$ cat config.mk
export PLATFORM = sky130hd
export DESIGN_NAME = nq_apb_data_master
export DESIGN_NICKNAME = d
export VERILOG_FILES = /design/src/rtl/nq_apb_pkg.sv /design/src/rtl/nq_apb_timeout.sv /design/src/rtl/nq_apb_data_master.sv
export SDC_FILE = /design/constraint.sdc
export NUM_CORES = 1
export LEC_CHECK = 0
export CORE_MARGIN = 3
export CORE_UTILIZATION = 30
export CTS_CLUSTER_DIAMETER = 100
export DETAILED_ROUTE_END_ITERATION = 7
export PLACE_DENSITY = 0.7
export SKIP_CTS_REPAIR_TIMING = 1
export SYNTH_ARGS = -nofsm -noshare
export SYNTH_HDL_FRONTEND = slang
export SYNTH_SLANG_ARGS = --single-unit
$ cat constraint.sdc
create_clock -name clk -period 1.85 [get_ports clk]
set_input_delay 0.37 -clock clk [delete_from_list [all_inputs] [get_ports clk]]
set_output_delay 0.37 -clock clk [all_outputs]
set_load 0.03 [all_outputs]
$ cat src/rtl/nq_apb_pkg.sv
// Shared types and defaults for the nq_apb data-memory APB master.
package nq_apb_pkg;

  typedef enum logic [1:0] {
    ST_IDLE   = 2'd0,
    ST_SETUP  = 2'd1,
    ST_ACCESS = 2'd2
  } apb_state_t;

  localparam int ADDR_W_DEF = 6;
  localparam int DATA_W_DEF = 16;
  localparam int CNT_W      = 8;

endpackage

$ cat src/rtl/nq_apb_timeout.sv
// ACCESS-phase wait counter; o_expired flags that TIMEOUT wait cycles have elapsed.
module nq_apb_timeout
  import nq_apb_pkg::*;
#(
  parameter int TIMEOUT = 15
) (
  input  logic clk,
  input  logic rst,
  input  logic i_clear,
  input  logic i_wait,
  output logic o_expired
);

  localparam logic [CNT_W-1:0] LIMIT = CNT_W'(TIMEOUT);

  logic [CNT_W-1:0] r_cnt;

  assign o_expired = (r_cnt == LIMIT);

  // Saturate at the limit so a held expiry can never wrap back to zero.
  always_ff @(posedge clk or posedge rst) begin
    if (rst)                       r_cnt <= '0;
    else if (i_clear)              r_cnt <= '0;
    else if (i_wait && !o_expired) r_cnt <= r_cnt + 1'b1;
  end

endmodule

$ cat src/rtl/nq_apb_data_master.sv
// Single-outstanding APB3 master between the memory stage and data memory.
// Optional ACCESS timeout enabled by defining NQ_APB_TIMEOUT_EN.
module nq_apb_data_master
  import nq_apb_pkg::*;
#(
  parameter int ADDR_W  = ADDR_W_DEF,
  parameter int DATA_W  = DATA_W_DEF,
  parameter int TIMEOUT = 15
) (
  input  logic              clk,
  input  logic              rst,
  input  logic              req_valid,
  input  logic              req_write,
  input  logic [ADDR_W-1:0] req_addr,
  input  logic [DATA_W-1:0] req_wdata,
  output logic              req_ready,
  output logic              stall,
  output logic              rsp_valid,
  output logic [DATA_W-1:0] rsp_rdata,
  output logic              rsp_err,
  output logic              psel,
  output logic              penable,
  output logic              pwrite,
  output logic [ADDR_W-1:0] paddr,
  output logic [DATA_W-1:0] pwdata,
  input  logic [DATA_W-1:0] prdata,
  input  logic              pready,
  input  logic              pslverr
);

  apb_state_t        r_state;
  logic              r_psel;
  logic              r_penable;
  logic              r_pwrite;
  logic [ADDR_W-1:0] r_paddr;
  logic [DATA_W-1:0] r_pwdata;
  logic              r_rsp_valid;
  logic [DATA_W-1:0] r_rsp_rdata;
  logic              r_rsp_err;

  logic w_idle;
  logic w_to_expired;

  assign w_idle    = (r_state == ST_IDLE);
  assign req_ready = w_idle;
  assign stall     = !w_idle || req_valid;

  assign psel      = r_psel;
  assign penable   = r_penable;
  assign pwrite    = r_pwrite;
  assign paddr     = r_paddr;
  assign pwdata    = r_pwdata;
  assign rsp_valid = r_rsp_valid;
  assign rsp_rdata = r_rsp_rdata;
  assign rsp_err   = r_rsp_err;

`ifdef NQ_APB_TIMEOUT_EN
  nq_apb_timeout #(.TIMEOUT(TIMEOUT)) u_timeout (
    .clk       (clk),
    .rst       (rst),
    .i_clear   (r_state == ST_SETUP),
    .i_wait    ((r_state == ST_ACCESS) && !pready),
    .o_expired (w_to_expired)
  );
`else
  // TIMEOUT is legal only in 1..255, so this folds to a constant 0.
  assign w_to_expired = (TIMEOUT == 0);
`endif

  always_ff @(posedge clk or posedge rst) begin
    if (rst) begin
      r_state     <= ST_IDLE;
      r_psel      <= 1'b0;
      r_penable   <= 1'b0;
      r_pwrite    <= 1'b0;
      r_paddr     <= '0;
      r_pwdata    <= '0;
      r_rsp_valid <= 1'b0;
      r_rsp_rdata <= '0;
      r_rsp_err   <= 1'b0;
    end else begin
      r_rsp_valid <= 1'b0;
      case (r_state)
        ST_IDLE: begin
          if (req_valid) begin
            r_pwrite <= req_write;
            r_paddr  <= req_addr;
            r_pwdata <= req_wdata;
            r_psel   <= 1'b1;
            r_state  <= ST_SETUP;
          end
        end
        ST_SETUP: begin
          r_penable <= 1'b1;
          r_state   <= ST_ACCESS;
        end
        ST_ACCESS: begin
          if (pready) begin
            r_psel      <= 1'b0;
            r_penable   <= 1'b0;
            r_rsp_valid <= 1'b1;
            r_rsp_err   <= pslverr;
            r_rsp_rdata <= (!r_pwrite && !pslverr) ? prdata : '0;
            r_state     <= ST_IDLE;
          end else if (w_to_expired) begin
            r_psel      <= 1'b0;
            r_penable   <= 1'b0;
            r_rsp_valid <= 1'b1;
            r_rsp_err   <= 1'b1;
            r_rsp_rdata <= '0;
            r_state     <= ST_IDLE;
          end
        end
        default: begin
          r_psel    <= 1'b0;
          r_penable <= 1'b0;
          r_state   <= ST_IDLE;
        end
      endcase
    end
  end

endmodule

==> results of run 1 <==
[flip-flops by register name, indices dropped and copies added (netlist names)]
signal	cells
psel	1
rsp_rdata	16
pwdata	16
penable	1
pwrite	1
r_state	2
rsp_err	1
rsp_valid	1
paddr	6
[worst max-delay path: stages]
cell,delay (ns)
clkdlybuf4s50_1,0.41
or3_2,0.40
clkbuf_2,0.19
[per-layer routing]
metal | GRT usage [%] | vias up | wire length, µm
met5 | 0 | - | 0
met4 | 3.45 | 0 | 22
met3 | 5.50 | 2 | 365
met2 | 18.4 | 65 | 1890
met1 | 15.9 | 622 | 1830
li1 | - | 612 | -
[path summary, 6_finish.rpt]
check	from	end	slack, ns	depth (start not counted)
worst max-delay path	req_valid	stall	0.1	3
worst min-delay path	rst	pwdata[14]$_DFFE_PP0P_	0.38	2
worst max register to register	r_state[0]$_DFFE_PP0P_	rsp_rdata[8]$_DFFE_PP0P_	0.42	4
worst min register to register	psel$_DFFE_PP0P_	psel$_DFFE_PP0P_	0.50	1
max in group asynchronous	rst	r_state[1]$_DFFE_PP0P_	0.99	3
min in group clk	psel$_DFFE_PP0P_	psel$_DFFE_PP0P_	0.50	1
[power by group through the flow]
stage / logic (mW) / clock network, mW / registers [mW]
after global placement: 2.88 / 0 / 1.65
after detailed placement: 2.91 / 0 / 1.67
after CTS: 2.91 / 0.791 / 1.66
final: 2.86 / 0.749 / 1.65
after global routing: 3.01 / 0.836 / 1.72
after floorplan: 0.806 / 0 / 2.56
[cell usage in the layout, fill, tap and decap left out, drive strengths merged, types with 2 or more instances in the layout]
cell type and instances:
clkbuf 8, dfrtp 45, nor3b 17, nor2 2
clkdlybuf4s50 86, buf 7, mux2 41
[area by class of cell]
| cell class | count | area (µm²) | area share, % |
|---|---|---|---|
| inverter | 1 | 3.75 | 0.127 |
| multi-input combinational | 65 | 648 | 21.9 |
| tap | 72 | 90.1 | 3.04 |
| clock inverter | 1 | 30.0 | 1.01 |
| clock buffer | 7 | 86.3 | 2.91 |
| sequential | 45 | 1130 | 38.0 |
| timing repair buffer | 95 | 981 | 33.1 |
[cell families (layout without fill, tap and decap cells)]
| family | Yosys count | in the layout | share of synthesized area [%] |
|---|---|---|---|
| mux | 41 | 41 | 25.1 |
| buf+inv | 10 | 104 | 4.19 |
| flops | 45 | 45 | 60.8 |
| compound gates | 3 | 3 | 1.08 |
| simple gates | 21 | 21 | 8.78 |
[per-stage QoR]
step / instance area (µm²) / util, % / cells / setup TNS (ns)
floorplan: 1850 / - / 120 / 0
global placement: 2850 / 49.7 / 278 / -0.307
detailed placement: 2850 / 49.7 / 278 / -0.312
CTS: 2970 / 51.7 / 286 / -0.466
global route: 2970 / 51.6 / 286 / 0
finish: 2970 / 51.6 / 286 / 0
==> reports/metrics.yaml, run 1 <==
finalHoldViolCount: 0
pwr_density_cell_mw_per_mm2: 1770
clock_sinks: 45
synth_area_leader_cell: "dfrtp_1"
grt_pass1_vias: 1394
dp_hpwl_um: 3010
synth_edf_count: 0
ys_seq_area_share_pct: 60.8
drc: 0
yosys-top-cells-area: "dfrtp_1 (61%), mux2_2 (24%), nor3b_1 (6.5%)"
syn-num-nets: 164
clockPowerShare_pct: 14.2
netlist_instances: 120
grt_pass1_wl_um: 6920
ys.flop_type: "dfrtp_1"
rsz0062_at_grt: "no"
status: "completed"
slew_violations: 0
power_frac_seq_pct: 31.3
worst_setup_path_start_kind: "input pin"
clk_pin_slew_ns: 0.08
cts-buffers-inserted: 5
fin_crit_ns: 1.75
die_h_um: 84.6
max_freq_ghz: 0.571
async_reset_ff_share_pct: 100
die_w_um: 84.6
grt_overflow_total: 0
drtIter0Drc: 6
row_count: 27
synth_top_area_share_pct: 60.8
worst_pin_slew_ns: 0.373
pre_cts_ws_ns: -0.312
portBuffers: 88
coreArea_mm2: 0.00574
cts_tree: "yes"
setup_viol: 0
routed_wire_length_per_instance_um: 14.4
start_util_pct: 32.2
synth_most_common_cell: "dfrtp_1"
switchingPower_mw: 2.02
gp_congestion: 0.694
hp-class: "in -> async"
clock_latency_ns: 0.29
track_usage_pct: 12.2
syn2layout_area_growth_pct: 60.1
whs_ns: 0.379
ys_top_cells_by_count: "dfrtp_1 (45), mux2_2 (40), nor3b_1 (16)"
grt_max_degree: 31
cts_root_buf: "clkbuf_8"
leakage_nw: 1.24
skew_ns: 0.00522
ys_types: 15
crit_arrival_ns: 1.38
syn_avg_cell_area_um2: 15.4
fin_crit_sh_pct: 94.7
antenna_found_initial: 0
nFillCells: 521
cts-htree-levels: 2
vias: 1301
fin_nets: 257
slew_headroom_pct: 75.1
postRouteAntennaNets: 0
synthesis.area_mm2: 0.00185
routed_via_density: 4.55
io_pins: 89
cp-end-kind: "primary output"
synth_seq_cells: 45
wl_um: 4110
fp.dieArea_mm2: 0.00715
comb_power_share_pct: 54.4
setup_slack_ns: 0.0979
p_sw_share_pct: 38.3
clockBufferDepth: 2
critPathMaxFanout: 2
n_antenna_cell: 0
drive_gt1_share_pct: 27.6
ir_worst_vdd_uv: 727
intPower_mw: 3.24
maxCapViolCount: 0
required_ns: 1.48
synth-warning-count: 0
total_power_mw: 5.26
worstSetupPathType: "in -> out"
drtPass1Iterations: 4
Note: power is estimated with default switching activity, not from simulation.
==> run 2: changes to the inputs <==
Settings changed: CORE_MARGIN 3 to 8.
==> run 2 against run 1 <==
Global-route usage is 1.8 points lower. Critical endpoint unchanged. Largest cell class unchanged. Register-to-register slack worse by 0.06 ns. Critical path type unchanged. First-iteration DRC count grew to 2.5 times the previous value.
==> reports/metrics.yaml, run 2 (synthesis results as in run 1) <==
p_sw_share_pct: 38.9
portBuffers: 88
worst_setup_path_start_kind: "input pin"
slew_headroom_pct: 77.0
grt_overflow_total: 0
rsz0062_at_grt: "no"
gp_congestion: 0.714
drc: 0
cts-htree-levels: 2
switchingPower_mw: 2.04
slew_violations: 0
grt_pass1_wl_um: 7390
status: "completed"
setup_viol: 0
antenna_found_initial: 0
syn2layout_area_growth_pct: 60.5
layout_common_cells: "clkdlybuf4s50_1 (86), dfrtp_1 (45), mux2_2 (40), nor3b_1 (16), clkbuf_8 (5)"
finalHoldViolCount: 0
grt_pass1_vias: 1403
worst-r2r-cell-count: 4
row_count: 28
clock_latency_ns: 0.29
drtPass1Iterations: 4
routed_via_density: 4.53
fin_crit_ns: 1.81
cts-buffers-inserted: 5
clockPowerShare_pct: 13.3
pwr_density_cell_mw_per_mm2: 1770
ff2ff_setup_slack_ns: 0.36
cp_num_cells: 3
dp_hpwl_um: 3410
max_freq_ghz: 0.553
layout_commonest_cell: "clkdlybuf4s50_1"
slowest_delay_ns: 0.41
io_pins: 89
worstSetupPathType: "in -> out"
postRouteAntennaNets: 0
routed_wire_length_per_instance_um: 15.9
final.setup.tns_ns: 0
intPower_mw: 3.21
start_util_pct: 31.1
timing.rr.end: "pwdata[8]$_DFFE_PP0P_"
maxCapViolCount: 0
required_ns: 1.48
final_util_pct: 49.9
vias: 1308
comb_power_share_pct: 55.2
drive_gt1_share_pct: 27.6
rr_startpoint: "r_state[1]$_DFFE_PP0P_"
leakage_nw: 1.25
critical_path.cell_chain: "clkdlybuf4s50_1, or3_2, dlymetal6s2s_1"
crit_slowest_cell: "clkdlybuf4s50_1"
drtIter0Drc: 15
coreArea_mm2: 0.00596
critPathBufInv: 2
fin_nets: 258
power_frac_seq_pct: 31.5
clk_pin_slew_ns: 0.08
cts_tree: "yes"
worst_pin_slew_ns: 0.345
cp-end-kind: "primary output"
clock_sinks: 45
fp.dieArea_mm2: 0.00894
ir_worst_vdd_uv: 689
critPathMaxFanout: 2
dp.cells: 282
die_h_um: 94.6
final_cells: 289
die_w_um: 94.6
skew_ns: 0.00467
setup_slack_ns: 0.0411
crit_arrival_ns: 1.44
grt_max_degree: 46
fin_crit_sh_pct: 97.8
clockBufferDepth: 2
pre_cts_ws_ns: -0.327
hp-class: "in -> async"
wl_um: 4600
cp_top_family: "buffers and inverters"
n_antenna_cell: 0
cts_root_buf: "clkbuf_8"
track_usage_pct: 10.4
==> run 2: cell types whose count changed in the layout (fill, tap and decap cells not counted) <==
cell,before,now
buf_4,3,4
clkbuf_1,1,0
clkbuf_2,1,0
clkbuf_8,6,5
clkinv_2,0,1
dlymetal6s2s_1,1,2
==> run 2: final cells by class <==
cell class	instances	area, µm²
clock buffer	5	68.8
clock inverter	2	35.0
fill	533	2980
inverter	1	3.75
multi-input combinational	65	648
sequential	45	1130
tap	75	93.8
timing repair buffer	96	996
==> run 2: through the flow <==
step	total power [mW]	instance area, µm²	hold slack [ns]
after floorplan	3.36	1850	0.522
after global placement	4.58	2860	0.480
after detailed placement	4.62	2860	0.494
after CTS	5.35	2970	0.439
after global routing	5.54	2970	0.462
final	5.25	2970	0.440
==> run 2: power by group through the flow <==
stage                     sequential, mW  combinational [mW]  clock [mW]
after floorplan                     2.56               0.806           0
after CTS                           1.66                2.95       0.738
final                               1.66                2.90       0.698
after detailed placement            1.68                2.94           0
after global placement              1.65                2.92           0
after global routing                1.73                3.04       0.776
==> run 2: worst register-to-register path, delay by kind of cell, from the launching register on <==
kind / cells / cell delay (ns)
flops: 1 / 0.38
buf+inv: 2 / 0.38
mux: 1 / 0.36
simple gates: 1 / 0.26
==> run 2: worst max path at each step <==
stage	startpoint	endpoint	slack, ns
after floorplan	rst	paddr[0]$_DFFE_PP0P_	0.42
after global placement	req_valid	stall	-0.31
after detailed placement	req_valid	stall	-0.33
after CTS	req_valid	stall	-0.33
after global routing	req_valid	stall	0.005
final	req_valid	stall	0.04
==> run 2: per-layer routing <==
| layer | part of all wire, % | vias to the layer above | wire length [µm] | track usage [%] |
|---|---|---|---|---|
| met4 | 0.83 | 0 | 38 | 3.12 |
| met3 | 10 | 4 | 466 | 4.68 |
| li1 | - | 606 | - | - |
| met1 | 44 | 637 | 2030 | 12.5 |
| met2 | 45 | 61 | 2060 | 16.4 |
| met5 | 0 | - | 0 | 0 |
